**config.mk**
```make
export PLATFORM = sky130hd
export DESIGN_NAME = fetch_stage
export DESIGN_NICKNAME = d
export VERILOG_FILES = /design/src/rtl/fetch_stage.sv
export SDC_FILE = /design/constraint.sdc
export NUM_CORES = 1
export LEC_CHECK = 0
export ABC_AREA = 1
export BUFFER_PORTS_ARGS = -buffer_cell sky130_fd_sc_hd__buf_2
export CAP_MARGIN = 20
export CORE_MARGIN = 4
export CORE_UTILIZATION = 55
export CTS_BUF_LIST = sky130_fd_sc_hd__clkbuf_4
export DETAILED_ROUTE_END_ITERATION = 8
export PLACE_DENSITY_LB_ADDON = 0.15
export SYNTH_ARGS = -nofsm -noshare
export SYNTH_HDL_FRONTEND = slang
export SYNTH_SLANG_ARGS = --single-unit
```
**constraint.sdc**
```tcl
create_clock -name clk -period 2.1 [get_ports clk]
set_input_delay 0.105 -clock clk [delete_from_list [all_inputs] [get_ports clk]]
set_output_delay 0.105 -clock clk [all_outputs]
set_load 0.05 [all_outputs]
```
**src/rtl/fetch_stage.sv**
```systemverilog
// rtl/fetch_stage.sv - instruction-fetch stage: PC, single-outstanding imem reads, IF/ID register
// Optional HLT predecode stop enabled by defining FETCH_HALT_PREDECODE_EN.
module fetch_stage #(
    parameter logic [15:0] RESET_PC = 16'h0000
) (
    input  logic        clk,
    input  logic        rst,
    input  logic        stall,
    input  logic        flush,
    input  logic        redirect,
    input  logic [15:0] redirect_pc,
    output logic        imem_req,
    output logic [15:0] imem_addr,
    input  logic [15:0] imem_rdata,
    input  logic        imem_valid,
    output logic [15:0] if_instr,
    output logic [15:0] if_pc_plus2,
    output logic        if_valid,
    output logic        halted
);

    typedef enum logic [2:0] {
        S_REQ  = 3'd0,
        S_WAIT = 3'd1,
        S_HOLD = 3'd2,
        S_KILL = 3'd3,
        S_HALT = 3'd4
    } state_t;

    state_t      state_q, state_d;
    logic [15:0] pc_q, pc_d;
    logic [15:0] hold_q, hold_d;
    logic [15:0] instr_q, pc_plus2_q;
    logic        valid_q;

    logic        load;
    logic [15:0] load_instr;
    logic [15:0] pc_plus2;
    logic [15:0] target;

    assign pc_plus2 = pc_q + 16'd2;
    assign target   = redirect_pc & 16'hFFFE;

    always_comb begin
        state_d    = state_q;
        pc_d       = pc_q;
        hold_d     = hold_q;
        load       = 1'b0;
        load_instr = imem_rdata;
        case (state_q)
            S_REQ: begin
                state_d = redirect ? S_KILL : S_WAIT;
                if (redirect) pc_d = target;
            end
            S_WAIT: begin
                if (redirect) begin
                    pc_d    = target;
                    state_d = imem_valid ? S_REQ : S_KILL;
                end else if (imem_valid) begin
                    if (stall) begin
                        hold_d  = imem_rdata;
                        state_d = S_HOLD;
                    end else begin
                        load = 1'b1;
                    end
                end
            end
            S_HOLD: begin
                load_instr = hold_q;
                if (redirect) begin
                    pc_d    = target;
                    state_d = S_REQ;
                end else if (!stall) begin
                    load = 1'b1;
                end
            end
            S_KILL: begin
                // A return that coincides with a new redirect still retires the outstanding read.
                if (redirect) pc_d = target;
                if (imem_valid) state_d = S_REQ;
            end
            S_HALT: begin
                state_d = S_HALT;
            end
            default: state_d = S_REQ;
        endcase

        if (load) begin
`ifdef FETCH_HALT_PREDECODE_EN
            if (load_instr[15:12] == 4'hF) begin
                state_d = S_HALT;
            end else begin
                pc_d    = pc_plus2;
                state_d = S_REQ;
            end
`else
            pc_d    = pc_plus2;
            state_d = S_REQ;
`endif
        end
    end

    always_ff @(posedge clk) begin
        if (rst) begin
            state_q <= S_REQ;
            pc_q    <= RESET_PC;
            hold_q  <= 16'h0000;
        end else begin
            state_q <= state_d;
            pc_q    <= pc_d;
            hold_q  <= hold_d;
        end
    end

    // IF/ID register: flush beats stall beats a new load; anything else is a bubble.
    always_ff @(posedge clk) begin
        if (rst) begin
            instr_q    <= 16'h0000;
            pc_plus2_q <= 16'h0000;
            valid_q    <= 1'b0;
        end else if (flush) begin
            instr_q <= 16'h0000;
            valid_q <= 1'b0;
        end else if (stall) begin
            instr_q <= instr_q;
            valid_q <= valid_q;
        end else if (load) begin
            instr_q    <= load_instr;
            pc_plus2_q <= pc_plus2;
            valid_q    <= 1'b1;
        end else begin
            instr_q <= 16'h0000;
            valid_q <= 1'b0;
        end
    end

    assign imem_req    = (state_q == S_REQ) && !rst;
    assign imem_addr   = pc_q;
    assign if_instr    = instr_q;
    assign if_pc_plus2 = pc_plus2_q;
    assign if_valid    = valid_q;

`ifdef FETCH_HALT_PREDECODE_EN
    assign halted = (state_q == S_HALT);
`else
    assign halted = 1'b0;
`endif

endmodule

```
==> results.md, run 1 <==
- Outcome: finished, final reports clean
- Pre-antenna DRT Iters: 5
- Starting density of the core: around 57%
- # DRC: 0
- Setup Crit Path Kind: flip-flop to flip-flop
- Wire per inst: 13.0 um
- H-tree depth: 3
- Gate Count Post-Synth: about 480
- F_max: 582 MHz
- Post-CTS sizing: 0
- Setup violators final: 0
- Worst-path maximum fanout: 36
- Post-synth EDFFs: 0
- Post-route ant nets: 0
- Die area: about 7100 um^2
- Sequential Area: around 1300 um^2
- Die height: 84.2 um
- Most common cell after layout, fill and taps aside: nand2_1
- Clock Pin Slew Worst Setup and Hold Paths: 100 ps
- Worst EP required: between 2000 and 2500 ps
- Area Growth Syn to Fin: 22.6%
- Post-CTS Setup Bufs: 0
- CTS Buffer Depth: 2
- Final period util: a little over 80%
- Crit path setup slack, layout: approximately 380 ps
- Most frequent cells in the layout: 133 x nand2_1, 84 x buf_2, 66 x dfxtp_1
- Yosys cell types: 30
- PD cells: around 810 nW/um^2
- Crit end category: flip-flop
- Critical path arrival: roughly 2000 ps
- Largest net degree at the start of global routing: 37
- Final core occ: a little over two thirds
- Top_reg_cell synth: dfxtp_1
- GRT Total Usage: about a quarter
- Final #Nets: between 600 and 700
- Yosys warning total: 0
- Fin Clk Skew: 9.34 ps
- Final Hold Viols: 0
- Worst Tran Pin Value: roughly 550 ps
- Placer Congestion: 0.900
- Max IR drop VDD: 0.505 mV
- Vias/cell: ~5.2
- Synthesized flop and latch total: between 60 and 70
- Worst-skew pair later-pin latency: 400 ps
- Leakage: between 1.5 and 2 nW
- FP Rows: 27
- Clock Tree Root: clkbuf_4
- TritonCTS clock tree: done
- Sink Count: 66
- Async set or reset register ratio after synthesis: 0%
- # IOs: 89
- Type of origin of the critical path: flip-flop
- Setup TNS: 0 ps
- Final HPWL DP: ~5.5 mm
- Pre-CTS WS: just under 400 ps
- Max Slew Vio Count: 0
- Initial antenna violation count: 0
- Share of post-route cells with drive strength above 1: about a fifth
- R2r setup slk: approximately 380 ps
- Post-CTS Hold Buffers: 15
- RSZ-0062 raised after global routing: no
- Vias in the first global route: ~3200
- Worst hold slack: between 10 and 15 ps
- First-pass GRT wire length: about 14 mm
- Final min period: about 1700 ps
- GRT overflow: 0
- DR iter-0 viols: 150
- Worst slew margin: 63.1%
- Hold Path Class: primary input to flip-flop
- Seq/Total Area, Yosys: roughly 41%
- Die W: 84.2 um
- Vias: around 3300
- Total core area: approximately 5600 um^2
- CTS Buf Count: 9
- Fill cells: slightly above 500
- Max-Cap Viols: 0
- # diodes: 0
- Post-Syn Area: around 3200 um^2
- Final WL: approximately 8.3 mm
- Post-synthesis average cell area: around 6.7 um^2
- Multi-input gate area: about 1500 um^2
- Port Buf Inserts: 84
[worst max-delay path, stage by stage (launching register included)]
cell and delay (ps):
dfxtp_1 420, nand2_1 90, nor2_2 200, nand2_4 150, nand2_8 230, nand2_4 210
clkinv_4 150, nand2_1 70, a21oi_1 120
[state kept, by name, indices dropped and copies added, names as in the netlist]
signal and cells:
if_valid 1, if_instr 16, state_q 3, hold_q 16
if_pc_plus2 15, imem_addr 15
[Yosys cell counts, types with 2 or more instances]
master	count	area share, %
inv_2	4	0.47
clkbuf_1	12	1.4
dfxtp_1	66	41
nor2_1	46	5.4
buf_6	2	0.71
nand2_4	3	1.1
xor2_1	3	0.82
a21oi_1	49	7.7
nand3_1	14	2.2
o21ai_1	12	1.9
nand2_1	133	16
buf_4	5	1.2
nand4_1	13	2.5
o21ai_0	46	7.2
inv_1	46	5.4
buf_2	6	0.94
nand3b_1	2	0.47
[path summary, 6_finish.rpt]
path | startpoint | endpoint | cells past startpoint
max | state_q[0] | if_pc_plus2[14] | 8
min | imem_rdata[13] | hold_q[13] | 3
max reg2reg | state_q[0] | if_pc_plus2[14] | 8
min reg2reg | hold_q[11] | hold_q[11] | 2
[logic make-up (layout without fill, tap and decap cells)]
group           Yosys count  in the layout  synth area share [%]
compound gates          110            110                  17.5
xor+xnor                  4              4                  1.10
fa+ha+maj                 1              1                 0.392
buf+inv                  76            168                  10.4
flops                    66             66                  41.4
other cells               1              3                 0.117
simple gates            217            217                  29.1
[power by group]
| group | switching, mW | internal, mW |
|---|---|---|
| Sequential | 0.0709 | 1.33 |
| Clock | 0.441 | 0.517 |
| Combinational | 0.580 | 0.230 |
[per-stage QoR]
| step | power, mW | cells | area [um^2] |
|---|---|---|---|
| 2_1_floorplan | 2.04 | 477 | 3200 |
| 3_3_place_gp | 2.19 | 611 | 3610 |
| 3_5_place_dp | 2.21 | 611 | 3610 |
| 4_1_cts | 3.18 | 641 | 3920 |
| 5_1_grt | 3.34 | 641 | 3920 |
| 6_report | 3.17 | 641 | 3920 |
[metal layers]
metal  track usage [%]  vias up  share of wire (%)
li1                  -     1694                  -
met1              27.1     1488                 42
met2              42.3      138                 49
met3              5.10       25                7.0
met4              11.3        0                2.6
met5                 0        -                  0
[layout make-up]
type,count,area share [%]
timing repair buffer,102,15.5
tap,72,2.30
clock inverter,3,1.66
sequential,66,33.7
clock buffer,12,2.30
multi-input combinational,335,39.5
inverter,51,5.01
No activity file was read; power rests on OpenSTA's default activity.
==> inputs of run 2 (changes only) <==
Settings changed: CORE_UTILIZATION 55 to 54.
Clock period 2.1 ns to 1.7 ns, I/O delays scaled along.
==> results.md, run 2 (synthesized netlist as in run 1, its figures left out) <==
- Outcome: finished, final reports clean
- Final HPWL DP: 5.63 mm (+1.5%)
- Die height: 84.9 um (+0.83%)
- Layout Cells excl Fill: 652 (+1.7%)
- Worst-path maximum fanout: 14 (-61%)
- Reg power frac: 45.6% (+1.4 points)
- Type of origin of the critical path: flip-flop
- Most common cell after layout, fill and taps aside: nand2_1
- Max IR drop VDD: 0.665 mV (+32%)
- Initial antenna violation count: 0 (unchanged)
- RSZ-0062 raised after global routing: no
- Crit path setup slack, layout: 152 ps (-231 ps)
- Placer Congestion: 0.904 (+0.44%)
- Starting density of the core: 57.0% (-0.35 points)
- Vias/cell: 5.16 (-1.2%)
- Worst-skew pair later-pin latency: 400 ps (about the same)
- Critical-path cell list: inv_1 -> nand2_1 -> nor2_4 -> nand2_4 -> nand2_8 -> inv_2 -> nand2_1 -> nor2_1 -> nand2_1 -> inv_1
- First-pass GRT wire length: 14.1 mm (+1.3%)
- Sequential Area: 1320 um^2 (+0.19%)
- Longest individual stage delay on the worst path: 410 ps (about the same)
- Multi-input gate area: 1560 um^2 (+0.56%)
- CTS Buffer Depth: 2 (unchanged)
- Setup violators final: 0 (unchanged)
- Sink Count: 66 (unchanged)
- Final min period: 1550 ps (-169 ps)
- Combinational Power Share: 27.4% (+1.8 points)
- FP Rows: 27 (unchanged)
- F_max: 646 MHz (+11%)
- CP max-delay cell: dfxtp_1
- Die area: 7210 um^2 (+1.7%)
- Placed Cells: 616 (+0.82%)
- Fill cells: 514 (-0.19%)
- Critical path arrival: 1900 ps (-150 ps)
- Cell mode on critical path: nand2_1
- Setup Crit Path Kind: flip-flop to flip-flop
- Net load switching power: 1.35 mW (+24%)
- Fin Clk Skew: 7.46 ps (-1.88 ps)
- PD cells: 953 nW/um^2 (+18%)
- Largest net degree at the start of global routing: 33 (-11%)
- Leakage: 1.89 nW (+1.6%)
- Total core area: 5610 um^2 (+0.61%)
- Final Total Pwr: 3.81 mW (+20%)
- Final Hold Viols: 0 (unchanged)
- Worst Tran Pin Value: 524 ps (-29.8 ps)
- Worst hold slack: 18.5 ps (+4.87 ps)
- Port Buf Inserts: 84 (unchanged)
- Max Slew Vio Count: 0 (unchanged)
- Crit end category: flip-flop
- GRT overflow: 0 (unchanged)
- Die W: 84.9 um (+0.83%)
- TritonCTS clock tree: done
- Post-route ant nets: 0 (unchanged)
- Worst slew margin: 65.1% (+2.0 points)
- # diodes: 0 (unchanged)
- Final period util: 91.1% (+9.3 points)
- Setup TNS: 0 ps (unchanged)
- Share of post-route cells with drive strength above 1: 21.0% (+0.65 points)
- Clock Tree Root: clkbuf_4
- Pre-CTS WS: 129 ps (-258 ps)
- Most frequent cells in the layout: 133 x nand2_1, 84 x buf_2, 64 x dfxtp_1
- DR iter-0 viols: 194 (+29%)
- Clock Pin Slew Worst Setup and Hold Paths: 100 ps (about the same)
- Vias in the first global route: 3209 (+0.85%)
- Final WL: 8.16 mm (-1.9%)
- Worst EP required: 2050 ps (-380 ps)
- CTS Buf Count: 9 (unchanged)
- Max-Cap Viols: 0 (unchanged)
- H-tree depth: 3 (unchanged)
- Hold Path Class: primary input to flip-flop
- # IOs: 89 (unchanged)
- Clock power share: 27.0% (-3.2 points)
- Pre-antenna DRT Iters: 5 (unchanged)
- GRT Total Usage: 23.5% (-0.32 points)
- Switching Share: 35.5% (+1.1 points)
- Final #Nets: 614 (+1.7%)
- Int Pwr: 2.45 mW (+18%)
- Vias: 3363 (+0.54%)
- Area Growth Syn to Fin: 25.0%
- # DRC: 0 (unchanged)
- Wire per inst: 12.5 um (-3.6%)
-- run 2: cell types whose count changed in the layout (fill, tap and decap cells not counted), sizes merged --
cell	change
dlygate4sd3	+5
buf	+5
bufinv	-1
clkinv	+2
-- run 2: what timing repair did --
item                                   4_1_cts  5_1_grt
endpoints found under the hold margin       24        0
hold buffers                                20        0
setup endpoints to repair                    0        9
gates resized for setup                      0        1
setup buffers                                0        0
-- run 2: layer usage --
| metal | wire length [um] | part of all wire (%) | track usage, % |
|---|---|---|---|
| met3 | 571 | 7.0 | 5.92 |
| met2 | 4030 | 49 | 42.1 |
| met5 | 0 | 0 | 0 |
| met4 | 122 | 1.5 | 8.20 |
| met1 | 3430 | 42 | 27.2 |
-- run 2: path summary, 6_finish.rpt --
kind / from / slack (ps) / depth (start not counted) / to
setup / recovery: state_q[0] / 150 / 10 / state_q[1]
hold / removal: imem_rdata[3] / 20 / 3 / hold_q[3]
setup reg to reg: state_q[0] / 150 / 10 / state_q[1]
hold reg to reg: hold_q[9] / 450 / 2 / hold_q[9]
-- run 2: worst max-delay path, delay by kind of cell (launching register included) --
kind	cells	cell delay [ps]
buffers and inverters	3	320
flip-flops	1	410
AND/OR/NAND/NOR	7	770
-- run 2: power groups by stage --
stage               clock (mW)  sequential (mW)  combinational, mW
finish                    1.03             1.73               1.04
global route              1.13             1.75               1.15
CTS                       1.05             1.73               1.04
detailed placement           0             1.77               1.00
global placement             0             1.76              0.985
floorplan                    0             1.98              0.537
-- run 2: final cells by class --
cell class,instances,share of cell area [%]
Multi-Input combinational cell,335,39.0
Clock inverter,4,1.07
Inverter,51,4.92
Timing Repair Buffer,112,17.4
Sequential cell,66,33.1
Clock buffer,12,2.26
Tap cell,72,2.26
-- run 2: per-stage QoR --
step | cell area, um^2 | utilization [%]
4_1_cts | 3990 | 71.1
3_3_place_gp | 3650 | 65.1
2_1_floorplan | 3200 | -
6_report | 3990 | 71.2
3_5_place_dp | 3650 | 65.1
5_1_grt | 3990 | 71.2
==> inputs of run 3 (changes only) <==
Settings changed: CELL_PAD_IN_SITES_DETAIL_PLACEMENT from default to 1, CELL_PAD_IN_SITES_GLOBAL_PLACEMENT from default to 1, CORE_MARGIN 4 to 5, CORE_UTILIZATION 54 to 37.
==> results.md, run 3 (synthesized netlist as in run 1, its figures left out) <==
- Critical path arrival: 1890 ps (about the same)
- Crit path setup slack, layout: 150 ps (-1.72 ps)
- Min-delay src: redirect_pc[10]
- Pre-antenna DRT Iters: 4 (-1)
- Finished layout cell area: 4070 um^2 (+1.9%)
- F_max: 645 MHz (-0.11%)
- Total core area: 8300 um^2 (+48%)
- Pre-CTS WS: 88.6 ps (-40.2 ps)
- R2R depth: 9 (-1)
- DR iter-0 viols: 80 (-59%)
- Worst R2R End: if_instr[10]
- Buf/Inv on CP: 3 (unchanged)
- Final WL: 9.53 mm (+17%)
- WHS Endpoint: imem_addr[10]
- Die area: 10600 um^2 (+47%)
- Final period util: 91.2% (+0.10 points)
- Most common cell after layout, fill and taps aside: nand2_1
- # IOs: 89 (unchanged)
- First-pass GRT wire length: 15.8 mm (+12%)
- Wire per inst: 13.8 um (+10%)
- Post-route ant nets: 0 (unchanged)
- Worst-path maximum fanout: 9 (-5)
- Final Hold Viols: 0 (unchanged)
- Die height: 103 um (+21%)
- GRT Total Usage: 18.9% (-4.7 points)
- Worst slew margin: 60.5% (-4.6 points)
- Max-Cap Viols: 0 (unchanged)
- Sink Count: 66 (unchanged)
- # DRC: 0 (unchanged)
- Starting density of the core: 38.5% (-18 points)
- Hold Path Cell Cnt: 3 (unchanged)
- Vias: 3368 (+0.15%)
- Worst flop-to-flop path startpoint: state_q[2]
- Vias/cell: 4.87 (-5.6%)
- Final HPWL DP: 6.92 mm (+23%)
- Outcome: finished, final reports clean
- Hold Path Class: primary input to flip-flop
- Clock Tree Root: clkbuf_4
- Die W: 103 um (+21%)
- Dpl cell area: 3690 um^2 (+0.99%)
- TritonCTS clock tree: done
- Longest individual stage delay on the worst path: 330 ps (-80 ps)
- Critical-path cell list: inv_1 -> nand2_1 -> nor2_4 -> nand2_4 -> nand2_8 -> buf_4 -> buf_4 -> nand2_1 -> a21oi_1
- Worst EP required: 2040 ps (about the same)
- Worst-skew pair later-pin latency: 410 ps (about the same)
- Vias in the first global route: 3404 (+6.1%)
- Setup Crit Path Kind: flip-flop to flip-flop
- Initial antenna violation count: 0 (unchanged)
- Port Buf Inserts: 84 (unchanged)
- # diodes: 0 (unchanged)
- Most frequent cells in the layout: 133 x nand2_1, 83 x buf_2, 62 x dfxtp_1
- Worst Tran Pin Value: 593 ps (+69.0 ps)
- Leakage: 1.91 nW (+1.0%)
- Final #Nets: 622 (+1.3%)
- H-tree depth: 3 (unchanged)
- Area Growth Syn to Fin: 27.4%
- Placer Congestion: 0.820 (-9.2%)
- Setup violators final: 0 (unchanged)
- FP Rows: 33 (+22%)
- PD cells: 907 nW/um^2 (-4.8%)
- CTS Buf Count: 9 (unchanged)
- GRT overflow: 0 (unchanged)
- CP max-delay cell: dfxtp_1
- Share of post-route cells with drive strength above 1: 22.3% (+1.3 points)
- Max Slew Vio Count: 0 (unchanged)
- R2r setup slk: 150 ps (about the same)
- Final Total Pwr: 3.69 mW (-3.0%)
- CTS Buffer Depth: 2 (unchanged)
- Crit-path leading delay family: simple AND/OR/NAND/NOR gates
- Final min period: 1550 ps (+1.72 ps)
- Fin Clk Skew: 11.2 ps (+3.72 ps)
- Clock Pin Slew Worst Setup and Hold Paths: 110 ps (about the same)
- Max IR drop VDD: 0.373 mV (-44%)
- Type of origin of the critical path: flip-flop
- RSZ-0062 raised after global routing: yes
- Largest net degree at the start of global routing: 33 (unchanged)
- Crit end category: flip-flop
## run 3: cell types whose count changed in the layout (fill, tap and decap cells not counted)
cell           before  now
inv_4               0    1
nor2_4              1    2
buf_2              84   83
clkbuf_4           12   11
inv_2               4    3
buf_12              1    0
bufinv_16           1    0
buf_4               7   16
dfxtp_2             2    4
dlygate4sd3_1      20   21
nor2_1             46   45
dfxtp_1            64   62
clkinvlp_4          0    1
## run 3: worst reg2reg max path: cells and delay by family, from the launching register on
family	cells	cell delay [ps]
AND/OR/NAND/NOR	5	610
buffers and inverters	3	430
flip-flops	1	330
AO/OA/AOI/OAI	1	130
## run 3: where the power goes
group | switching (mW) | total, mW | internal (mW)
combinational | 0.749 | 1.08 | 0.336
clock | 0.553 | 0.867 | 0.315
sequential | 0.0937 | 1.74 | 1.65
## run 3: metal layers
layer / wire length [um] / track usage, %
met3: 428 / 4.53
met2: 5010 / 35.3
met1: 3980 / 21.7
met5: 0 / 0
met4: 105 / 4.08
## run 3: layout make-up
| class | count | area (um^2) |
|---|---|---|
| Fill cell | 1131 | 4230 |
| Multi-Input combinational cell | 335 | 1570 |
| Inverter | 51 | 199 |
| Tap cell | 105 | 131 |
| Clock inverter | 4 | 20.0 |
| Clock buffer | 11 | 82.6 |
| Timing Repair Buffer | 120 | 746 |
| Sequential cell | 66 | 1330 |
## run 3: worst max path at each step
stage	start	end	cells after the start
detailed placement	state_q[0]	if_pc_plus2[15]	10
CTS	state_q[0]	if_pc_plus2[15]	10
global route	state_q[2]	if_instr[13]	9
global placement	state_q[2]	if_pc_plus2[6]	10
floorplan	state_q[2]	imem_req	3
finish	state_q[2]	if_instr[10]	9
## run 3: per-stage QoR
stage          setup TNS, ps  utilization [%]  hold WS (ps)  instances
4_1_cts                    0             48.2         0.191        686
2_1_floorplan              0                -           244        477
6_report                   0             49.0          19.3        692
3_5_place_dp               0             44.4           366        650
5_1_grt                -3.77             49.0          40.7        692
3_3_place_gp               0             44.4           359        650
## run 3: what timing repair did
action                                  CTS  global route
endpoints found under the hold margin    25             0
hold buffers                             21             0
endpoints found under the setup margin    0            33
resized for setup                         0             9
setup buffers                             0             6
